==> src/rtl/mips_pkg.sv <==
// Shared definitions for the MIPS core front end: fetch FSM states,
// the bubble instruction word and the PC-source select encodings.
// Pure declarations, no logic or state.
package mips_pkg;

  typedef enum logic [1:0] {
    IDLE  = 2'd0,
    FETCH = 2'd1,
    DRAIN = 2'd2
  } fetch_state_t;

  // sll $0,$0,0
  localparam logic [31:0] NOP_WORD = 32'h0000_0000;

  // PC-source select from decode; bit 1 set means jump, regardless of bit 0
  localparam logic [1:0] PCSRC_SEQ = 2'b00;
  localparam logic [1:0] PCSRC_BR  = 2'b01;
  localparam logic [1:0] PCSRC_JMP = 2'b10;

  // Jump takes priority over branch when both are flagged
  function automatic logic pcsrc_is_jump(input logic [1:0] pcsrc);
    return pcsrc[1];
  endfunction

endpackage

==> src/rtl/if_id_register.sv <==
// IF/ID pipeline register holding {instr, pc_plus4, valid}.
// Latency: 1 cycle from load to outputs.
// Backpressure: hold freezes contents; otherwise load captures, else a bubble is inserted.
module if_id_register #(
  parameter int              WIDTH     = 32,
  parameter logic [WIDTH-1:0] NOP_INSTR = '0
) (
  input  logic             clk,
  input  logic             rst_n,
  input  logic             hold,
  input  logic             load,
  input  logic [WIDTH-1:0] instr_next,
  input  logic [WIDTH-1:0] pc_plus4_next,
  output logic [WIDTH-1:0] instr,
  output logic [WIDTH-1:0] pc_plus4,
  output logic             valid
);

  // Hold beats everything; without hold, either capture a fetched word or bubble
  always_ff @(posedge clk) begin
    if (!rst_n) begin
      instr    <= NOP_INSTR;
      pc_plus4 <= '0;
      valid    <= 1'b0;
    end else if (!hold) begin
      if (load) begin
        instr    <= instr_next;
        pc_plus4 <= pc_plus4_next;
        valid    <= 1'b1;
      end else begin
        instr    <= NOP_INSTR;
        pc_plus4 <= '0;
        valid    <= 1'b0;
      end
    end
  end

endmodule

==> src/rtl/fetch_stage.sv <==
// IF stage: owns PC, drives a req/ready instruction memory, applies decode redirects.
// Latency: instruction appears in InstrD one edge after IMemReady; zero-wait IMem gives 1 instr/cycle.
// Backpressure: StallF holds PC and repeats the request, StallD freezes IF/ID; FETCH_PERF_CNT_EN adds perf counters.
module fetch_stage
  import mips_pkg::*;
#(
  parameter int                        WIDTH          = 32,
  parameter logic [WIDTH-1:0]          RESET_PC       = '0,
  parameter logic [WIDTH-1:0]          NOP_INSTR      = NOP_WORD,
  parameter int                        PERF_CNT_WIDTH = 32
) (
  input  logic                      CLK,
  input  logic                      RST,
  input  logic                      StallF,
  input  logic                      StallD,
  input  logic [1:0]                PCSrcD,
  input  logic [WIDTH-1:0]          PCBranchD,
  input  logic [WIDTH-1:0]          PCJumpD,
  output logic [WIDTH-1:0]          IMemAddr,
  output logic                      IMemReq,
  input  logic [WIDTH-1:0]          IMemRdata,
  input  logic                      IMemReady,
  output logic [WIDTH-1:0]          InstrD,
  output logic [WIDTH-1:0]          PCPlus4D,
  output logic                      ValidD,
  output logic                      FetchWaitF,
  output logic [PERF_CNT_WIDTH-1:0] FetchCntF,
  output logic [PERF_CNT_WIDTH-1:0] WaitCntF,
  output logic [PERF_CNT_WIDTH-1:0] RedirCntF
);

  fetch_state_t     state, state_next;
  logic [WIDTH-1:0] pc, pc_next;
  logic [WIDTH-1:0] pend_pc, pend_pc_next;
  logic [WIDTH-1:0] pc_plus4;
  logic [WIDTH-1:0] target;
  logic             redir_req;
  logic             req;
  logic             take;

  assign redir_req = !StallF && (PCSrcD != PCSRC_SEQ);
  assign target    = pcsrc_is_jump(PCSrcD) ? PCJumpD : PCBranchD;
  assign pc_plus4  = pc + WIDTH'(4);

  // Next-state, PC selection and request generation
  always_comb begin
    state_next   = state;
    pc_next      = pc;
    pend_pc_next = pend_pc;
    req          = 1'b0;
    take         = 1'b0;
    case (state)
      IDLE: begin
        state_next = FETCH;
      end
      FETCH: begin
        req = 1'b1;
        if (redir_req) begin
          if (IMemReady) begin
            pc_next = target;
          end else begin
            // Request in flight must finish at its original address first
            pend_pc_next = target;
            state_next   = DRAIN;
          end
        end else if (IMemReady && !StallF) begin
          pc_next = pc_plus4;
          take    = 1'b1;
        end
      end
      DRAIN: begin
        req = 1'b1;
        if (redir_req) begin
          pend_pc_next = target;
        end
        if (IMemReady) begin
          // Returned word belongs to the wrong path; drop it and resume at newest target
          pc_next    = redir_req ? target : pend_pc;
          state_next = FETCH;
        end
      end
      default: begin
        state_next = IDLE;
      end
    endcase
  end

  // State, PC and pending-redirect registers
  always_ff @(posedge CLK) begin
    if (!RST) begin
      state   <= IDLE;
      pc      <= RESET_PC;
      pend_pc <= RESET_PC;
    end else begin
      state   <= state_next;
      pc      <= pc_next;
      pend_pc <= pend_pc_next;
    end
  end

  assign IMemReq    = req;
  assign IMemAddr   = pc;
  assign FetchWaitF = req && !IMemReady;

  if_id_register #(
    .WIDTH    (WIDTH),
    .NOP_INSTR(NOP_INSTR)
  ) u_if_id (
    .clk          (CLK),
    .rst_n        (RST),
    .hold         (StallD),
    .load         (take),
    .instr_next   (IMemRdata),
    .pc_plus4_next(pc_plus4),
    .instr        (InstrD),
    .pc_plus4     (PCPlus4D),
    .valid        (ValidD)
  );

`ifdef FETCH_PERF_CNT_EN
  logic [PERF_CNT_WIDTH-1:0] fetch_cnt, wait_cnt, redir_cnt;
  logic                      redir_taken;

  assign redir_taken = redir_req && (state != IDLE);

  // Saturating counters for delivered instructions, wait cycles and redirects
  always_ff @(posedge CLK) begin
    if (!RST) begin
      fetch_cnt <= '0;
      wait_cnt  <= '0;
      redir_cnt <= '0;
    end else begin
      if (take && !StallD && (fetch_cnt != '1)) fetch_cnt <= fetch_cnt + PERF_CNT_WIDTH'(1);
      if (FetchWaitF && (wait_cnt != '1))       wait_cnt  <= wait_cnt + PERF_CNT_WIDTH'(1);
      if (redir_taken && (redir_cnt != '1))     redir_cnt <= redir_cnt + PERF_CNT_WIDTH'(1);
    end
  end

  assign FetchCntF = fetch_cnt;
  assign WaitCntF  = wait_cnt;
  assign RedirCntF = redir_cnt;
`else
  assign FetchCntF = '0;
  assign WaitCntF  = '0;
  assign RedirCntF = '0;
`endif

endmodule
==> config.mk <==
export PLATFORM = sky130hd
export DESIGN_NAME = fetch_stage
export DESIGN_NICKNAME = d
export VERILOG_FILES = /design/src/rtl/mips_pkg.sv /design/src/rtl/if_id_register.sv /design/src/rtl/fetch_stage.sv
export SDC_FILE = /design/constraint.sdc
export NUM_CORES = 1
export LEC_CHECK = 0
export CORE_MARGIN = 3
export CORE_UTILIZATION = 28
export CTS_CLUSTER_SIZE = 10
export DETAILED_ROUTE_END_ITERATION = 8
export DONT_BUFFER_PORTS = 1
export GPL_TIMING_DRIVEN = 0
export PLACE_DENSITY = 0.46
export SKIP_CTS_REPAIR_TIMING = 1
export SLEW_MARGIN = 20
export SYNTH_ARGS = -nofsm -noshare
export SYNTH_HDL_FRONTEND = slang
export SYNTH_SLANG_ARGS = --single-unit
export TNS_END_PERCENT = 1
==> constraint.sdc <==
create_clock -name CLK -period 2.4 [get_ports CLK]
set_clock_uncertainty 0.05 [all_clocks]
set_input_delay 0.36 -clock CLK [delete_from_list [all_inputs] [get_ports CLK]]
set_output_delay 0.36 -clock CLK [all_outputs]
set_load 0.02 [all_outputs]
# Yosys cells after proc, flatten, opt, wreduce, memory -nomap -nowiden

Index checks and enable logic that the tools add are counted.

$add $sub $neg: 1
Equal/unequal tests: 7
Muxes and demuxes: 21
Reduce and logical (&&, ||, !) cells: 12

Operators by type and width:

| cell                    | count |
|---|---|
| $mux W32                | 10 |
| $pmux W32 S2            | 2 |
| $add A32 B3 Y32 const B | 1 |
| $mux W2                 | 3 |
| $ne A2 B2 Y1 const B    | 3 |
| $ne A3 B3 Y1 const B    | 2 |
| $pmux W2 S3             | 1 |
| $reduce_and A3 Y1       | 2 |
| $mux W1                 | 5 |
| $reduce_and A4 Y1       | 1 |
| $reduce_bool A2 Y1      | 2 |
| $logic_and A1 B1 Y1     | 3 |
| $eq A2 B1 Y1 const B    | 1 |
| $eq A2 B2 Y1 const B    | 1 |
| $logic_not A1 Y1        | 2 |
| $logic_not A2 Y1        | 1 |
| $reduce_or A2 Y1        | 1 |

Bits in registers: 131
Output and inout bits: 195

# Depth between registers and ports, before layout

Word-level depth: 6
Gate-level depth with buffers: 9

# Hierarchy

A second synthesis with hierarchy kept.

Cells, all modules: 917
Area, all modules: 7542.2 um^2

Modules (own cells, without submodules):

| module         | instances | cells each | area each (um^2) |
|---|---|---|---|
| fetch_stage    | 1         | 629        | 5113.7 |
| if_id_register | 1         | 288        | 2428.6 |

# Worst setup path before layout

Ideal clock, no wire load.

Path kind: register to register
From: reg pc[17], in the netlist IMemAddr[17]
To: reg pc[19], in the netlist IMemAddr[19]
Library setup time: 57 ps
Arrival: 2108 ps
Setup slack: 184 ps
Cell stages (with the launch flop): 8
Period minus slack after synthesis: 2216 ps
Cells stage by stage: dfxtp_1 > clkbuf_1 > and2_1 > or3b_1 > buf_6 > or4_4 > a221oi_2 > a21o_1

Cells in the longest elaborated chain, start to end: 4

RTL lines:

| what                   | line              | RTL |
|---|---|---|
| from (decl)            | fetch_stage.sv:33 | `logic [WIDTH-1:0] pc, pc_next;` |
| from (signal assigned) | fetch_stage.sv:96 | `pc <= pc_next;` |
| $add A32 B3 Y32        | fetch_stage.sv:43 | `assign pc_plus4 = pc + WIDTH'(4);` |
| $mux W32               | fetch_stage.sv:66 | `end else if (IMemReady && !StallF) begin` |
| $mux W32               | fetch_stage.sv:58 | `if (redir_req) begin` |
| $pmux W32 S2           | fetch_stage.sv:52 | `case (state)` |

No other way between the ends. The select of a mux whose other input is x is not followed.
A chain may end at the register's enable or synchronous reset.

# Worst setup path in the final report

From: reg pc[2], in the netlist IMemAddr[2]
To: reg pc[20], in the netlist IMemAddr[20]

The elaborated chain is that of the path after synthesis.

==> results.txt <==
Vias per cell - 4.767
Synthesis-to-layout area growth - 21.46%
Antenna violations before repair - 0
Slew margin rel. - 48.61%
Setup crit end kind - register
Status - completed
Placed cells - 1272
Unrepaired setup endpoints after global routing - true
CTS tree - done
Gp weighted congestion - 0.8453
Ys flop type - dfxtp_1
Startpoint class of the critical path - register
Min cycle time layout - 2310 ps
Ys async rst share - 0%
DRT Pass-1 Iters - 7
Synth top cells by count - dfxtp_1 (131), nor2_1 (108), buf_4 (96)
Leakage - 3.361 nW
VDD IR max - 0.3937 mV
Antenna viol nets, final - 0
Setup CP Type - register to register
Slew Limit Fails - 0
Finished Core Util - 34.82%
Cell Area, Synth - 7013 um^2
H-tree depth - 4
Clk Tree Root Cell - clkbuf_16
Initial drt markers - 395
Share of the synthesized area in the top cell type - 37.40%
DR DRC count - 0
Max Clk Rate - 432.8 MHz
Area contributors post-synth - dfxtp_1 (37%), buf_4 (10%), nor2_1 (5.8%)
Clock Sinks - 131
Worst min-delay path class - input pin to register
Clock slew at the register clock pins of the worst setup and hold paths - 60 ps
Vias in the first global route - 5601
Reg-to-reg slack, setup - 90 ps
Post-synth EDFFs - 0
Netlist cell types - 60
Largest net degree at the start of global routing - 17
GRT overflow - 0
Die height - 164.3 um
Avg WL per Cell - 18.86 um
Reported max-cap violation count - 0
Worst r2r path cells - 6
Clock Path Buffers - 2
Drt total wl - 24630 um
Critical Path AT - 2570 ps
Final hold vios - 0
Least-Margin Pin Slew - 763.8 ps
Layout Nets - 1076
Post-synth top area cell - dfxtp_1
Hold WS - 33.33 ps
GR Util All Layers - 17.51%
Pwr Density - 706.4 nW/um^2
Die area - 26980 um^2
Required @ worst endpoint - 2660 ps
Die X-Extent - 164.3 um
Vias - 6226
Clock Latency Late Sink - 420 ps
Core box area - 24460 um^2
Post-synthesis register bit count - 131
Final setup violation count - 0
Most frequent cell after synthesis - dfxtp_1
Initial core utilization - 28.67%
Finished Layout Cells - 1306
Final worst path period share - 96.27%
IO Pins - 298
Sequential area share after synthesis - 37.40%
Port bufs - 0
Total CTS buffers - 17
Detailed placement HPWL - 19170 um
Synth warnings - 0
Share of layout cells above drive strength 1 - 18.64%
First-pass GRT wire length - 35600 um
Row count - 57
Avg Inst Size Synth - 8.222 um^2
Synth Instances - 853
CP max FO - 9
WHS Path Cells - 2
Diode count - 0
## sequential cells by signal (all words and copies together) (netlist names)
register	flops
u_if_id.pc_plus4	32
pend_pc	32
IMemAddr	32
state	2
u_if_id.valid	1
u_if_id.instr	32
## layer usage
| layer | up-vias | global-route usage, % | part of all wire (%) |
|---|---|---|---|
| li1 | 3084 | - | - |
| met1 | 2855 | 23.93 | 44 |
| met2 | 269 | 26.74 | 46 |
| met3 | 18 | 4.842 | 8.8 |
| met4 | 0 | 5.498 | 1.5 |
| met5 | - | 0 | 0 |
## layout by cell type (no fill, tap or decap), drive strengths merged, types with 15 or more instances in the layout
cell	instances
dfxtp	131
nor2	108
buf	105
conb	96
clkbuf	72
o21ai	63
nand2	52
a22oi	41
mux2i	40
nand3	31
a211oi	31
a21oi	27
xnor2	16
nand4	15
## final timing paths
path,endpoint,start
max,IMemAddr[20],IMemAddr[2]
min,u_if_id.instr[15],IMemRdata[15]
max reg2reg,IMemAddr[20],IMemAddr[2]
min reg2reg,pend_pc[2],pend_pc[2]
## final cells by class
class | count | area (um^2)
flip-flops and latches | 131 | 2635
plain buffers | 156 | 989.7
clock inverters | 14 | 201.4
multi-input cells | 652 | 3805
repair buffers | 3 | 22.52
inverters | 8 | 30.03
well taps | 324 | 405.4
clock buffers | 18 | 429.2
fillers | 2625 | 15940
## per-stage QoR
step	area, um^2	worst slack, ps	power [mW]	setup TNS [ps]
floorplan	7370	184.4	3.021	0
global placement	7775	-578.3	3.223	-32880
detailed placement	7775	-528.0	3.224	-32100
CTS	8406	-499.0	6.063	-19140
global route	8518	-35.89	6.251	-72.63
finish	8518	89.55	6.017	0
## cell families after synthesis
| logic type | synth area share [%] |
|---|---|
| mux | 6.191 |
| simple gates | 17.98 |
| fa+ha+maj | 0.7137 |
| xor+xnor | 3.497 |
| other cells | 0.05347 |
| compound gates | 20.02 |
| flops | 37.40 |
| buf+inv | 14.15 |
## report_power, final
group	total (mW)	internal [mW]	switching [mW]
Combinational	0.819	0.290	0.529
Sequential	2.38	2.25	0.129
Clock	2.82	1.76	1.07
Total	6.02	4.29	1.72
## worst max-delay path: stages (launching register included)
cell and delay, ps:
dfxtp_2 500, ha_1 250, nand3_1 200, nor2_2 410, nand4_1 250, a311o_1 360
a21o_1 170
Note: power is estimated with default switching activity, not from simulation.
